<file path="src/rtl/edit_controller_pkg.sv">
// edit_controller_pkg: shared constants, state encoding and key priority order
package edit_controller_pkg;
  localparam logic [1:0] SCR_TIME  = 2'd0;
  localparam logic [1:0] SCR_DATE  = 2'd1;
  localparam logic [1:0] SCR_ALARM = 2'd2;
  localparam int unsigned POS_MAX = 5;
  typedef enum logic {VIEW = 1'b0, EDIT = 1'b1} state_t;
  // key index doubles as priority: lower index wins when presses coincide
  typedef enum logic [1:0] {KEY_MODE = 2'd0, KEY_SET = 2'd1, KEY_PLUS = 2'd2, KEY_MINUS = 2'd3} key_t;
endpackage

</file>
<file path="src/rtl/edit_controller_if.sv">
// edit_controller_if: key pins, 1 Hz tick and edit/display status bundle
//  slave  (controller): takes tick_1hz and raw active-low keys, drives screen,
//                       EditMode, EditPos, KeyPlusOut/KeyMinusOut strobes, blink
//  master (pins/counters side): the opposite directions
interface edit_controller_if;
  logic       tick_1hz;
  logic       KeyMode;
  logic       KeySet;
  logic       KeyPlus;
  logic       KeyMinus;
  logic [1:0] screen;
  logic       EditMode;
  logic [2:0] EditPos;
  logic       KeyPlusOut;
  logic       KeyMinusOut;
  logic       blink;
  modport slave (
    input  tick_1hz, KeyMode, KeySet, KeyPlus, KeyMinus,
    output screen, EditMode, EditPos, KeyPlusOut, KeyMinusOut, blink
  );
  modport master (
    output tick_1hz, KeyMode, KeySet, KeyPlus, KeyMinus,
    input  screen, EditMode, EditPos, KeyPlusOut, KeyMinusOut, blink
  );
endinterface

</file>
<file path="src/rtl/edit_controller_key_debounce.sv">
// key_debounce: synchronise and debounce one active-low key, pulse press on accepted 1->0
//  clk, reset (sync, active-low), raw key in; press is a one-cycle high pulse
module key_debounce #(
  parameter int unsigned DEBOUNCE_CYC = 4
) (
  input  logic clk,
  input  logic reset,
  input  logic raw,
  output logic press
);
  localparam int unsigned CW = $clog2(DEBOUNCE_CYC + 1);
  logic s1, s2, stable, armed;
  logic [CW-1:0] cnt;
  // sync flops reset low so a key held through reset never looks released,
  // and arming needs a genuinely high synced level
  always_ff @(posedge clk) begin
    if (!reset) begin
      s1     <= 1'b0;
      s2     <= 1'b0;
      stable <= 1'b1;
      armed  <= 1'b0;
      cnt    <= '0;
      press  <= 1'b0;
    end else begin
      s1    <= raw;
      s2    <= s1;
      armed <= armed | (stable & s2);
      press <= 1'b0;
      if (s2 == stable) cnt <= '0;
      else if (cnt == CW'(DEBOUNCE_CYC)) begin
        stable <= s2;
        cnt    <= '0;
        press  <= armed & ~s2;
      end else cnt <= cnt + 1'b1;
    end
  end
endmodule

</file>
<file path="src/rtl/edit_controller.sv">
// edit_controller: screen selection and digit-edit sequencing for the clock/calendar counters
//  clk, reset (sync, active-low); bus (slave): raw keys + tick_1hz in,
//  screen/EditMode/EditPos/blink and active-low KeyPlusOut/KeyMinusOut strobes out
module edit_controller import edit_controller_pkg::*; #(
  parameter int unsigned DEBOUNCE_CYC = 4,
  parameter int unsigned TIMEOUT_S    = 10,
  parameter int unsigned SCREENS      = 3,
  parameter int unsigned POS_MAX_P    = POS_MAX
) (
  input logic clk,
  input logic reset,
  edit_controller_if.slave bus
);
  localparam int unsigned IW = $clog2(TIMEOUT_S + 1);
  localparam logic [IW-1:0] TMO = IW'(TIMEOUT_S);
  localparam logic [1:0] SLAST = 2'(SCREENS - 1);
  localparam logic [2:0] PMAX = 3'(POS_MAX_P);
  logic [3:0] raw, press;
  logic mode_p, set_p, plus_p, minus_p, any_p, tick, timeout;
  state_t state, state_n;
  logic [1:0] screen_q, screen_d;
  logic [2:0] pos_q, pos_d;
  logic blink_q, blink_d, plus_q, plus_d, minus_q, minus_d;
  logic [IW-1:0] idle_q, idle_d, idle_inc;
  assign raw = {bus.KeyMinus, bus.KeyPlus, bus.KeySet, bus.KeyMode};
  genvar k;
  generate
    for (k = 0; k < 4; k++) begin : g_db
      key_debounce #(.DEBOUNCE_CYC(DEBOUNCE_CYC)) u_db (
        .clk  (clk),
        .reset(reset),
        .raw  (raw[k]),
        .press(press[k])
      );
    end
  endgenerate
  assign mode_p   = press[KEY_MODE];
  assign set_p    = press[KEY_SET] & ~mode_p;
  assign plus_p   = press[KEY_PLUS] & ~press[KEY_MODE] & ~press[KEY_SET];
  assign minus_p  = press[KEY_MINUS] & ~|press[KEY_PLUS:KEY_MODE];
  assign any_p    = |press;
  assign tick     = bus.tick_1hz;
  assign idle_inc = (idle_q == TMO) ? idle_q : idle_q + 1'b1;
  // a press in the same cycle as a tick suppresses the tick entirely
  assign timeout  = tick & ~any_p & (idle_inc == TMO);
  always_ff @(posedge clk) begin
    if (!reset) begin
      state    <= VIEW;
      screen_q <= SCR_TIME;
      pos_q    <= 3'd0;
      blink_q  <= 1'b1;
      plus_q   <= 1'b1;
      minus_q  <= 1'b1;
      idle_q   <= '0;
    end else begin
      state    <= state_n;
      screen_q <= screen_d;
      pos_q    <= pos_d;
      blink_q  <= blink_d;
      plus_q   <= plus_d;
      minus_q  <= minus_d;
      idle_q   <= idle_d;
    end
  end
  always_comb begin
    state_n = (state == VIEW) ? (set_p ? EDIT : VIEW)
            : (mode_p | (set_p & (pos_q == 3'd0)) | timeout) ? VIEW : EDIT;
  end
  // entering or leaving EDIT both reset the per-edit context (pos, blink, idle timer)
  always_comb begin
    screen_d = (state == VIEW && mode_p) ? ((screen_q == SLAST) ? SCR_TIME : screen_q + 2'd1) : screen_q;
    pos_d    = (state_n == VIEW) ? 3'd0 : (state == VIEW) ? PMAX : set_p ? pos_q - 3'd1 : pos_q;
    blink_d  = (state_n == VIEW || state == VIEW || plus_p || minus_p) ? 1'b1
             : (tick && !any_p) ? ~blink_q : blink_q;
    idle_d   = (state_n == VIEW || state == VIEW || any_p) ? '0 : tick ? idle_inc : idle_q;
    plus_d   = ~((state == EDIT) & plus_p);
    minus_d  = ~((state == EDIT) & minus_p);
  end
  assign bus.screen      = screen_q;
  assign bus.EditMode    = (state == EDIT);
  assign bus.EditPos     = pos_q;
  assign bus.blink       = blink_q;
  assign bus.KeyPlusOut  = plus_q;
  assign bus.KeyMinusOut = minus_q;
endmodule
</file>
<file path="src/flat_wrapper.sv">
// flat-port wrapper written by rule: the top's interface ports become plain ports
module edit_controller_flat import edit_controller_pkg::*;
#(
  parameter int unsigned DEBOUNCE_CYC = 4,
  parameter int unsigned TIMEOUT_S    = 10,
  parameter int unsigned SCREENS      = 3,
  parameter int unsigned POS_MAX_P    = POS_MAX
)
  (clk, reset, bus_tick_1hz, bus_KeyMode, bus_KeySet, bus_KeyPlus, bus_KeyMinus, bus_screen, bus_EditMode, bus_EditPos, bus_KeyPlusOut, bus_KeyMinusOut, bus_blink);
  edit_controller_if bus_i ();
  input logic clk;
  input logic reset;
  input wire logic [$bits(bus_i.tick_1hz)-1:0] bus_tick_1hz;
  input wire logic [$bits(bus_i.KeyMode)-1:0] bus_KeyMode;
  input wire logic [$bits(bus_i.KeySet)-1:0] bus_KeySet;
  input wire logic [$bits(bus_i.KeyPlus)-1:0] bus_KeyPlus;
  input wire logic [$bits(bus_i.KeyMinus)-1:0] bus_KeyMinus;
  output wire logic [$bits(bus_i.screen)-1:0] bus_screen;
  output wire logic [$bits(bus_i.EditMode)-1:0] bus_EditMode;
  output wire logic [$bits(bus_i.EditPos)-1:0] bus_EditPos;
  output wire logic [$bits(bus_i.KeyPlusOut)-1:0] bus_KeyPlusOut;
  output wire logic [$bits(bus_i.KeyMinusOut)-1:0] bus_KeyMinusOut;
  output wire logic [$bits(bus_i.blink)-1:0] bus_blink;
  assign bus_i.tick_1hz = bus_tick_1hz;
  assign bus_i.KeyMode = bus_KeyMode;
  assign bus_i.KeySet = bus_KeySet;
  assign bus_i.KeyPlus = bus_KeyPlus;
  assign bus_i.KeyMinus = bus_KeyMinus;
  assign bus_screen = bus_i.screen;
  assign bus_EditMode = bus_i.EditMode;
  assign bus_EditPos = bus_i.EditPos;
  assign bus_KeyPlusOut = bus_i.KeyPlusOut;
  assign bus_KeyMinusOut = bus_i.KeyMinusOut;
  assign bus_blink = bus_i.blink;
  edit_controller #(.DEBOUNCE_CYC(DEBOUNCE_CYC), .TIMEOUT_S(TIMEOUT_S), .SCREENS(SCREENS), .POS_MAX_P(POS_MAX_P)) u_core (.clk(clk), .reset(reset), .bus(bus_i));
endmodule
</file>
<file path="config.mk">
export PLATFORM = sky130hd
export DESIGN_NAME = edit_controller_flat
export DESIGN_NICKNAME = d
export VERILOG_FILES = /design/src/rtl/edit_controller_pkg.sv /design/src/rtl/edit_controller_if.sv /design/src/rtl/edit_controller_key_debounce.sv /design/src/rtl/edit_controller.sv /design/src/flat_wrapper.sv
export SDC_FILE = /design/constraint.sdc
export NUM_CORES = 1
export LEC_CHECK = 0
export CORE_MARGIN = 2
export CORE_UTILIZATION = 45
export CTS_CLUSTER_SIZE = 25
export DETAILED_ROUTE_END_ITERATION = 6
export MAX_ROUTING_LAYER = met4
export PLACE_DENSITY = 0.62
export SYNTH_ARGS = -nofsm -noshare
export SYNTH_HDL_FRONTEND = slang
export SYNTH_SLANG_ARGS = --single-unit
</file>
<file path="constraint.sdc">
create_clock -name clk -period 2.26 [get_ports clk]
set_clock_uncertainty 0.15 [all_clocks]
set_input_delay 0.452 -clock clk [delete_from_list [all_inputs] [get_ports clk]]
set_output_delay 0.452 -clock clk [all_outputs]
set_load 0.01 [all_outputs]
</file>
==> metrics.yaml <==
ant_nets: 0
port_buffers: 15
ir_worst_vdd_mv: 0.4353
instances_no_fill: 262
vias: 1351
viasPerCell: 5.156
seqCellArea_um2: 900.9
post-cts-setup-buffers: 0
cp-end-kind: "output port"
crit_family: "buffers and inverters"
wl_um: 3018
hp-class: "reg -> reg"
max_cap_viol_count: 0
h-tree-depth: 2
core_area_mm2: 0.004000
multi_input_area_um2: 879.6
drc: 0
min_period_ns: 1.845
p_int_mw: 1.089
avgSynthCellArea_um2: 9.782
clock-sinks: 45
post-synth-top-area-cell: "dfxtp_1"
slew_headroom_pct: 78.71
ios: 16
critPathMaxFanout: 4
drtIter0Drc: 71
cp_slowest_stage_delay_ns: 0.57
power_frac_comb_pct: 7.3
place_ws_ns: 0.3259
path_cells: "clkdlybuf4s50_1"
clockRootBuffer: "clkbuf_8"
clk_pin_slew_ns: 0.08
grt_pass1_wl_um: 5285
status: "finished clean"
place_congestion: 0.7497
grt_usage_pct: 15.60
nNetsFinal: 234
final_common_cell: "dfxtp_1"
power.leakage_nw: 0.8441
mostFrequentLayoutCells: "dfxtp_1 (45), nand2_1 (20), inv_1 (19)"
p_per_area_mw_per_mm2: 651.7
drt-wirelength-per-cell_um: 11.52
hpwl_um: 2311
antenna_found_initial: 0
rr_startpoint: "u_core.idle_q[0]"
ys_warn_count: 0
swShare_pct: 22.46
yosysSeqAreaShare_pct: 47.97
period_share_pct: 81.62
finalPower_mw: 1.404
worstRegToRegCells: 7
critPathLaunchType: "flop"
cts_tree: "built"
die_area_mm2: 0.004706
pwr-share-clk_pct: 32.8
setup_viol: 0
clock_path_buffers: 2
syn_inst: 192
slew_violations: 0
fp.dieW_um: 68.60
grt.overflow.total: 0
fill_cells: 364
hold_viol: 0
fp.dieH_um: 68.60
cp_num_buf_inv: 1
antenna_cells: 0
grt_max_degree: 28
yosysTopAreaCellShare_pct: 47.97
synth_area_mm2: 0.001878
cp-startpoint: "u_core.bus.EditMode"
reg2reg_to: "u_core.bus.EditPos[0]"
initial_utilization_pct: 46.95
reg2reg_slack_ns: 0.42
arrival_ns: 1.24
clk_latency_ns: 0.28
crit_path_top_delay_cell: "clkdlybuf4s50_1"
synth-seq-cells: 45
critical_path.endpoint: "bus_EditMode"
synth_nets: 215
cts-resized-gates: 0
rsz0062_at_grt: "no"
area_growth_pct: 14.72
cts-buffers-inserted: 5
fmax_ghz: 0.5421
synth.distinct_cells: 35
worstSetupPathDepth: 1
rows: 23
hold_buffers: 0
power_frac_seq_pct: 59.9
grt_pass1_vias: 1269
crit_type: "reg -> out"
drt_pass1_iterations: 5
tightest_slew_ns: 0.3170
crit_required_ns: 1.66
place_inst: 254
setup_tns_ns: 0
power_switching_mw: 0.3153
finalWorstSetupSlack_ns: 0.4153
drive_above_1_share_pct: 7.075
ys_top_cells_by_area: "dfxtp_1 (48%), ha_1 (11%), mux2i_1 (4.3%), nand2_1 (4.0%), inv_1 (3.8%)"
-- cells in the mapped netlist, drive strengths merged --
cell type  count
dfxtp         45
xor2           1
inv           19
a211oi         3
o31ai          1
nor4           4
xnor2          2
nor2          11
nand3b         3
nor3b          5
mux2           1
and4           4
and2b          1
mux2i          8
a21oi          7
nand2         20
and3           1
and2           8
clkbuf         2
buf            2
o21ai          5
nor3           4
o21bai         1
ha            16
nand2b         2
nand4          1
o21a           4
a21boi         1
nand4b         1
nor2b          3
nand3          6
-- through the flow --
stage	hold WS (ns)	instance area [µm²]	util, %
2_1_floorplan	0.2157	1878	-
3_3_place_gp	0.2569	2072	51.80
3_5_place_dp	0.2521	2072	51.80
4_1_cts	0.2692	2155	53.86
5_1_grt	0.2864	2155	53.86
6_report	0.2653	2155	53.86
-- worst min-delay path by stage --
stage | end | cells after the start | start
final | u_core.bus.KeyMinusOut | 1 | u_core.g_db[3].u_db.press
after global routing | u_core.bus.KeyMinusOut | 1 | u_core.g_db[3].u_db.press
after CTS | u_core.bus.KeyMinusOut | 1 | u_core.g_db[3].u_db.press
after detailed placement | u_core.bus.KeyMinusOut | 1 | u_core.g_db[3].u_db.press
after global placement | u_core.bus.KeyMinusOut | 1 | u_core.g_db[3].u_db.press
after floorplan | u_core.bus.KeyPlusOut | 1 | u_core.g_db[2].u_db.press
-- cell families after synthesis --
family                   share of synthesized area, %
AO/OA/AOI/OAI                                   8.128
multiplexers                                    4.864
buffers and inverters                           5.197
flip-flops                                      47.97
XOR/XNOR                                        1.399
AND/OR/NAND/NOR                                 21.79
adder cells (fa/ha/maj)                         10.66
-- routing by layer --
metal	wire length [µm]	track usage [%]	up-vias
met1	1290	16.94	632
met2	1564	26.68	25
li1	-	-	692
met4	17	5.250	0
met3	145	5.195	2
met5	0	-	-
-- cell type report --
cell class | instances | area share, %
clock buffer | 6 | 3.368
clock inverter | 2 | 0.4646
inverter | 19 | 3.310
multi-input combinational | 124 | 40.82
sequential | 45 | 41.81
tap | 50 | 2.904
timing repair buffer | 16 | 7.317
-- flip-flops by register name (all words and copies together), names as in the netlist --
| register | cells |
|---|---|
| u_core.bus.EditMode | 1 |
| u_core.bus.EditPos | 3 |
| u_core.bus.KeyMinusOut | 1 |
| u_core.bus.KeyPlusOut | 1 |
| u_core.bus.blink | 1 |
| u_core.bus.screen | 2 |
| u_core.g_db.u_db.armed | 4 |
| u_core.g_db.u_db.cnt | 12 |
| u_core.g_db.u_db.press | 4 |
| u_core.g_db.u_db.s1 | 4 |
| u_core.g_db.u_db.s2 | 4 |
| u_core.g_db.u_db.stable | 4 |
| u_core.idle_q | 4 |
-- power groups by stage --
stage	Sequential (mW)	Combinational (mW)	Clock, mW
CTS	0.842	0.104	0.485
finish	0.842	0.102	0.460
floorplan	0.856	0.0757	0
detailed placement	0.861	0.103	0
global placement	0.858	0.0974	0
global route	0.847	0.119	0.520
No activity file was read; power rests on OpenSTA's default activity.
